## src/rtl/return_address_stack.sv

```systemverilog
// Checkpointed return address stack for the fetch stage.
// Circular 32-bit stack with a FIFO of pointer snapshots for flush recovery.
module return_address_stack #(
    parameter int ENTRIES     = 8,
    parameter int CHECKPOINTS = 4
) (
    input  logic        clk,
    input  logic        rst,
    input  logic        push,
    input  logic        pop,
    input  logic [31:0] new_addr,
    input  logic        branch_fetched,
    input  logic        branch_retired,
    input  logic        fetch_flush,
    output logic [31:0] addr,
    output logic        ckpt_full,
    output logic        ckpt_lost
);
    localparam int TW = $clog2(ENTRIES);
    localparam int CW = $clog2(CHECKPOINTS) + 1;
    localparam int IW = CW - 1;

    logic [31:0]   stack [ENTRIES];
    logic [TW-1:0] ckpt  [CHECKPOINTS];

    logic [TW-1:0] top;
    logic [TW-1:0] top_inc;
    logic [TW-1:0] top_dec;
    logic [TW-1:0] top_nxt;
    logic [CW-1:0] wr_ptr;
    logic [CW-1:0] rd_ptr;
    logic [CW-1:0] count;
    logic          lost;
    logic          empty;
    logic          full;
    logic          deq;
    logic          enq;
    logic          drop;

    assign top_inc = top + TW'(1);
    assign top_dec = top - TW'(1);

    always_comb begin
        top_nxt = top;
        if (push && !pop) begin
            top_nxt = top_inc;
        end else if (pop && !push) begin
            top_nxt = top_dec;
        end
    end

    assign empty = (wr_ptr == rd_ptr);
    assign full  = (count == CW'(CHECKPOINTS));
    // A same-cycle retire frees the slot the new snapshot needs.
    assign deq   = branch_retired && !empty;
    assign enq   = branch_fetched && (!full || deq);
    assign drop  = branch_fetched && full && !deq;

    assign addr      = stack[top];
    assign ckpt_full = full;
    assign ckpt_lost = lost;

    always_ff @(posedge clk or negedge rst) begin
        if (!rst) begin
            for (int i = 0; i < ENTRIES; i++) begin
                stack[i] <= '0;
            end
        end else if (!fetch_flush) begin
            if (push && !pop) begin
                stack[top_inc] <= new_addr;
            end else if (push && pop) begin
                stack[top] <= new_addr;
            end
        end
    end

    // Snapshot holds the pointer as it will be after this cycle's push/pop.
    always_ff @(posedge clk) begin
        if (enq && !fetch_flush) begin
            ckpt[wr_ptr[IW-1:0]] <= top_nxt;
        end
    end

    always_ff @(posedge clk or negedge rst) begin
        if (!rst) begin
            top    <= '0;
            wr_ptr <= '0;
            rd_ptr <= '0;
            count  <= '0;
            lost   <= 1'b0;
        end else if (fetch_flush) begin
            if (!empty && !lost) begin
                top <= ckpt[rd_ptr[IW-1:0]];
            end
            wr_ptr <= '0;
            rd_ptr <= '0;
            count  <= '0;
            lost   <= 1'b0;
        end else begin
            top <= top_nxt;
            if (enq) begin
                wr_ptr <= wr_ptr + CW'(1);
            end
            if (deq) begin
                rd_ptr <= rd_ptr + CW'(1);
            end
            if (enq && !deq) begin
                count <= count + CW'(1);
            end else if (deq && !enq) begin
                count <= count - CW'(1);
            end
            if (drop) begin
                lost <= 1'b1;
            end
        end
    end

endmodule

```

## config.mk

```make
export PLATFORM = sky130hd
export DESIGN_NAME = return_address_stack
export DESIGN_NICKNAME = d
export VERILOG_FILES = /design/src/rtl/return_address_stack.sv
export SDC_FILE = /design/constraint.sdc
export NUM_CORES = 1
export LEC_CHECK = 0
export BUFFER_PORTS_ARGS = -buffer_cell sky130_fd_sc_hd__buf_2
export CAP_MARGIN = 40
export CORE_MARGIN = 5
export CORE_UTILIZATION = 55
export CTS_BUF_LIST = sky130_fd_sc_hd__clkbuf_4 sky130_fd_sc_hd__clkbuf_8
export CTS_CLUSTER_SIZE = 28
export DETAILED_ROUTE_END_ITERATION = 8
export PLACE_DENSITY = 0.73
export RECOVER_POWER = 100
export SLEW_MARGIN = 10
export SYNTH_ARGS = -nofsm -noshare
export SYNTH_HDL_FRONTEND = slang
export SYNTH_SLANG_ARGS = --single-unit
```

## constraint.sdc

```tcl
create_clock -name clk -period 4.25 [get_ports clk]
set_input_delay 0.85 -clock clk [delete_from_list [all_inputs] [get_ports clk]]
set_output_delay 0.85 -clock clk [all_outputs]
set_load 0.05 [all_outputs]
```

== Word level (Yosys, flattened, before mapping) ==
Memory sizes are Yosys's and may differ from the RTL's.
Index checks and enable logic that the tools add are counted.

* Add/sub/neg operators: 6
* $mul: 0
* Divide/modulo/power cells: 0
* Magnitude comparators: 4
* Equality and inequality tests: 3
* Shifts and indexed selects: 0
* Mux-type cells: 26
* Bitwise operators: 3
* Reduce and logical (&&, ||, !) cells: 28

{| class="wikitable"
|+ Operator list
! kind !! number
|-
| 256-bit bitwise mux || 2
|-
| 256-bit 2-to-1 mux || 2
|-
| 32-bit demux with 3-bit select || 2
|-
| 32-bit 2-to-1 mux || 4
|-
| 32-bit binary-select mux with 3-bit select || 1
|-
| 3-bit 2-to-1 mux || 11
|-
| 1-bit logical AND || 13
|-
| 3-bit by 1-bit adder with 3-bit output (second input constant) || 4
|-
| 4-bit greater-or-equal comparator (second input constant) || 2
|-
| 1-bit zero test || 8
|-
| 4-bit by 1-bit less-than comparator with 1-bit output (second input constant) || 2
|-
| 3-bit NOT with 4-bit output || 2
|-
| 2-bit nonzero test || 4
|-
| 3-bit by 1-bit subtractor with 3-bit output (second input constant) || 2
|-
| 1-bit 2-to-1 mux || 4
|-
| 3-bit == test || 1
|-
| 3-bit == test (second input constant) || 1
|-
| 3-bit nonzero test || 1
|-
| 2-bit by 1-bit inequality test with 1-bit output (second input constant) || 1
|-
| 2-bit AND reduction || 1
|-
| 1-bit logical OR || 1
|-
| 1-bit NOT || 1
|}

* Bits in registers: 269
* Latch bits: 0
* RAM bits: 12
* Bits in read-only memories: 0
* Input port bits: 39
* Output and inout port bits: 34
* Word-level logic and storage cells: 84
* Memories: 1

{| class="wikitable"
|+ Memory list
! name !! depth !! bits a word !! read ports !! clocked after memory_dff !! write ports !! RTL line !! RTL
|-
| ckpt || 4 || 3 || 1 || 0 || 1 || 24 || <nowiki>logic [TW-1:0] ckpt [CHECKPOINTS];</nowiki>
|}

== Logic depth before layout (Yosys ltp) ==
* Depth in word-level cells: 10
* Mapped depth: 9
* Depth with buffers taken out: 7

== Least setup slack after synthesis ==
No wires, ideal clock.

* Path kind: reg-to-output
* Start point: register top[0]
* End point: output addr[1]
* Arrival: 2.330 ns
* Data required time: 3.400 ns
* Slack: 1.070 ns
* Cell stages (with the launch flop): 6
* Buffers on the path: 3
* Cell sequence: dfrtp_1 -> buf_2 -> buf_2 -> clkbuf_1 -> a221oi_1 -> o21ai_0

* Longest elaborated chain between the ends: 4

{| class="wikitable"
|+ Ends and longest elaborated chain
! what !! RTL line !! RTL
|-
| from (decl) || 26 || <nowiki>logic [TW-1:0] top;</nowiki>
|-
| from (signal assigned) || 93 || <nowiki>top <= ckpt[rd_ptr[IW-1:0]];</nowiki>
|-
| from (signal assigned) || 100 || <nowiki>top <= top_nxt;</nowiki>
|-
| 3-bit NOT with 4-bit output (not written as such) || 59 || <nowiki>assign addr = stack[top];</nowiki>
|-
| 32-bit binary-select mux with 3-bit select || 59 ||
|-
| 32-bit 2-to-1 mux (not written as such) (2 in a row) || 59 ||
|-
| to (decl) || 15 || <nowiki>output logic [31:0] addr,</nowiki>
|}

Every way passes these cells. The select of a mux whose other input is x is not followed.

== Worst setup path after layout ==
* Start point: register top[0]
* End point: output addr[23]

The elaborated chain is that of the path after synthesis.

==> flow_summary.yaml <==
run_status:
  run_status: "finished, violations left"
  violations: "max-capacitance violations, max-slew violations"
cts:
  htreeDepth: 2
  ctsResizeCount: 0
  clockBufferDepth: 3
  cts.sinks: 281
  clk_latency_ns: 0.58
  cts_buffers: 47
  tritoncts: "built"
  postCtsHoldBufs: 0
  clk_pin_slew_worst_paths_ns: 0.06
  cts_setup_buffers: 0
  cts-root-buf: "clkbuf_8"
routing:
  viasPerCell: 6.08
  wire_per_inst_um: 22.9
  drc: 0
  drt-pass1-iter-count: 5
  ant_nets: 0
  drt_wl_total_um: 32200
  vias: 8559
  drt_iter0_drc: 585
yosys:
  synth_nets: 1013
  synth.yosys.warnings: 0
  synth_cell_type_count: 63
  synth.ff_latch_count: 281
  synth_simple_gate_area_frac: 0.0407
  synth-seq-area-share: 0.535
  async_flop_share: 0.957
  synth-edff-count: 12
  postSynthAreaPerCell_um2: 13.7
  synth-xor-area-share: 0.00783
  ys.flop_type: "dfrtp_1"
  synth-compound-area-share: 0.0796
  synth_top_family_by_area: "multiplexers"
  postSynthCellCount: 966
  syn_area_mm2: 0.0133
  synthAdderAreaFrac: 0.00886
  synth.area.mux_share: 0.298
grt:
  grt_max_degree: 100
  grt_pass1_vias: 8964
  grt_pass1_wl_um: 51400
  busiest_layer: "met2"
  grtUsageMet1: 0.342
  grtUsageMet2: 0.393
  grt_remaining_overflow: 0
  grt_antenna_before_repair: 2
  grt_use_met3: 0.0417
  grt_util_all_layers: 0.244
timing:
  max_slew.worst_pin.slew_ns: 2.68
  tns_ns: 0
  min_period_ns: 4.07
  period_share: 0.958
  skew_ns: 0.0179
  rsz0062_at_grt: "false"
  fmax_ghz: 0.246
  setup_violations: 0
  hold_viol: 0
  slew_viol_final: 99
  max-slew-margin-rel: -0.786
placed_design:
  dpl.hpwl_um: 19800
  placed_area_mm2: 0.0141
  place_congestion: 0.807
  numPortBuffers: 72
final_layout:
  fill_cells: 1864
  drive_gt1_frac: 0.433
  seqCellArea_mm2: 0.00710
  area_growth_pct: 12.1
  multi_input_area_mm2: 0.00569
  final_common_cell: "dfrtp_1"
  final_nets: 1099
  final_area_mm2: 0.0149
  layout_common_cells: "dfrtp_1 (266), mux2_2 (257), clkbuf_8 (60)"
floorplanning:
  initial_utilization: 0.562
  ioPinCount: 73
  rows: 56
  fp.coreArea_mm2: 0.0236
  dieHeight_um: 165
  die_x_um: 165
  dieArea_mm2: 0.0273
worst_setup_path:
  start_kind: "flop"
  path_delay_family: "buffers and inverters"
  arrival_ns: 3.22
  crit_chain: "inv_1, nor2_1, a221oi_1, o22ai_1, clkbuf_1"
  worstSetupPathType: "reg2out"
  crit_required_ns: 3.40
  crit_buf_inv: 2
  crit_path_max_incr_delay_ns: 0.72
  cp_slowest_cell: "dfrtp_2"
  end_kind: "output port"
  crit_fanout: 25
power:
  p_leak_uw: 0.00661
  p_per_area_mw_per_mm2: 885
  ir_worst_vdd_v: 0.000737
min_path:
  hold_class: "reg2reg"
flow_run:
  maxCapViolCount: 2
## final timing paths
kind | from | slack, ns | end | cells past startpoint
worst max-delay path | top[0]$_DFFE_PN0P_ | 0.18 | addr[23] | 5
worst max register to register | top[0]$_DFFE_PN0P_ | 0.24 | stack[234]$_DFFE_PN0P_ | 7
worst min register to register | stack[22]$_DFFE_PN0P_ | 0.49 | stack[22]$_DFFE_PN0P_ | 1
max in group asynchronous | rst | 1.23 | top[1]$_DFFE_PN0P_ | 1
min in group asynchronous | rst | 1.07 | wr_ptr[2]$_DFFE_PN0P_ | 1
worst min-delay path | stack[22]$_DFFE_PN0P_ | 0.49 | stack[22]$_DFFE_PN0P_ | 1
## power by group
part,leakage [µW],switching [µW],internal (µW)
combinational,0.00266,3460,2430
sequential,0.00341,744,3970
clock,0.000545,1070,1480
## cells by family after synthesis
group	count (synthesis)
XOR/XNOR	8
AND/OR/NAND/NOR	113
flip-flops	281
AO/OA/AOI/OAI	140
adder cells (fa/ha/maj)	9
buffers and inverters	79
multiplexers	336
## state kept, by name, indices dropped and copies added, names as in the netlist
register	flops
stack	256
ckpt	12
count	3
rd_ptr	3
top	3
wr_ptr	3
ckpt_lost	1
## stage by stage
| stage | worst slack (ns) | util | std cells | power [µW] | hold slack, ns |
|---|---|---|---|---|---|
| after global placement | 0.847 | 0.592 | 1317 | 10600 | 0.471 |
| final | 0.180 | 0.630 | 1407 | 13200 | 0.494 |
| after CTS | 0.277 | 0.640 | 1406 | 13400 | 0.340 |
| after detailed placement | 0.905 | 0.597 | 1322 | 10800 | 0.481 |
| after floorplan | 1.07 | - | 966 | 9130 | 0.459 |
| after global routing | 0.100 | 0.630 | 1407 | 13900 | 0.513 |
## cells in the mapped netlist (2+ instances only)
library cell,instances,area share
nand3b_1,3,0.0017
nand3_1,3,0.0011
buf_1,3,0.00085
buf_2,38,0.014
mux2_4,30,0.034
nor3_1,5,0.0019
nand2b_1,6,0.0028
mux4_2,9,0.015
o32ai_2,2,0.0025
a221oi_1,32,0.021
clkbuf_1,15,0.0042
a22oi_1,16,0.0091
mux2_2,258,0.22
buf_4,7,0.0040
o32ai_1,2,0.0013
nor2_1,39,0.011
mux2_1,7,0.0059
o22ai_1,10,0.0047
mux2i_1,32,0.024
nand4b_1,2,0.0013
a21oi_1,28,0.011
ha_1,7,0.0066
xnor2_1,4,0.0026
o221ai_1,18,0.012
or2_2,2,0.00094
o2bb2ai_1,7,0.0046
dfrtp_1,269,0.51
xor2_2,2,0.0025
nor3b_1,3,0.0017
nor2b_1,3,0.0014
inv_1,11,0.0031
o31a_1,2,0.0013
edfxtp_1,12,0.027
o21ai_0,9,0.0034
nand2_1,38,0.011
buf_6,4,0.0034
a31o_2,2,0.0013
## routing by layer
metal	wire, µm	up-vias	share of wire
met4	693	2	0.022
met5	13	-	0.00040
met2	15800	244	0.49
li1	-	3777	-
met1	13900	4485	0.43
met3	1790	51	0.056
## area by class of cell
type | count | area share
flip-flops and latches | 281 | 0.477
inverters | 12 | 0.00303
diodes | 1 | 0.000168
multi-input cells | 606 | 0.383
clock inverters | 6 | 0.00412
clock buffers | 78 | 0.0646
repair buffers | 104 | 0.0412
well taps | 319 | 0.0268
Power figures use the tool's default switching activity.
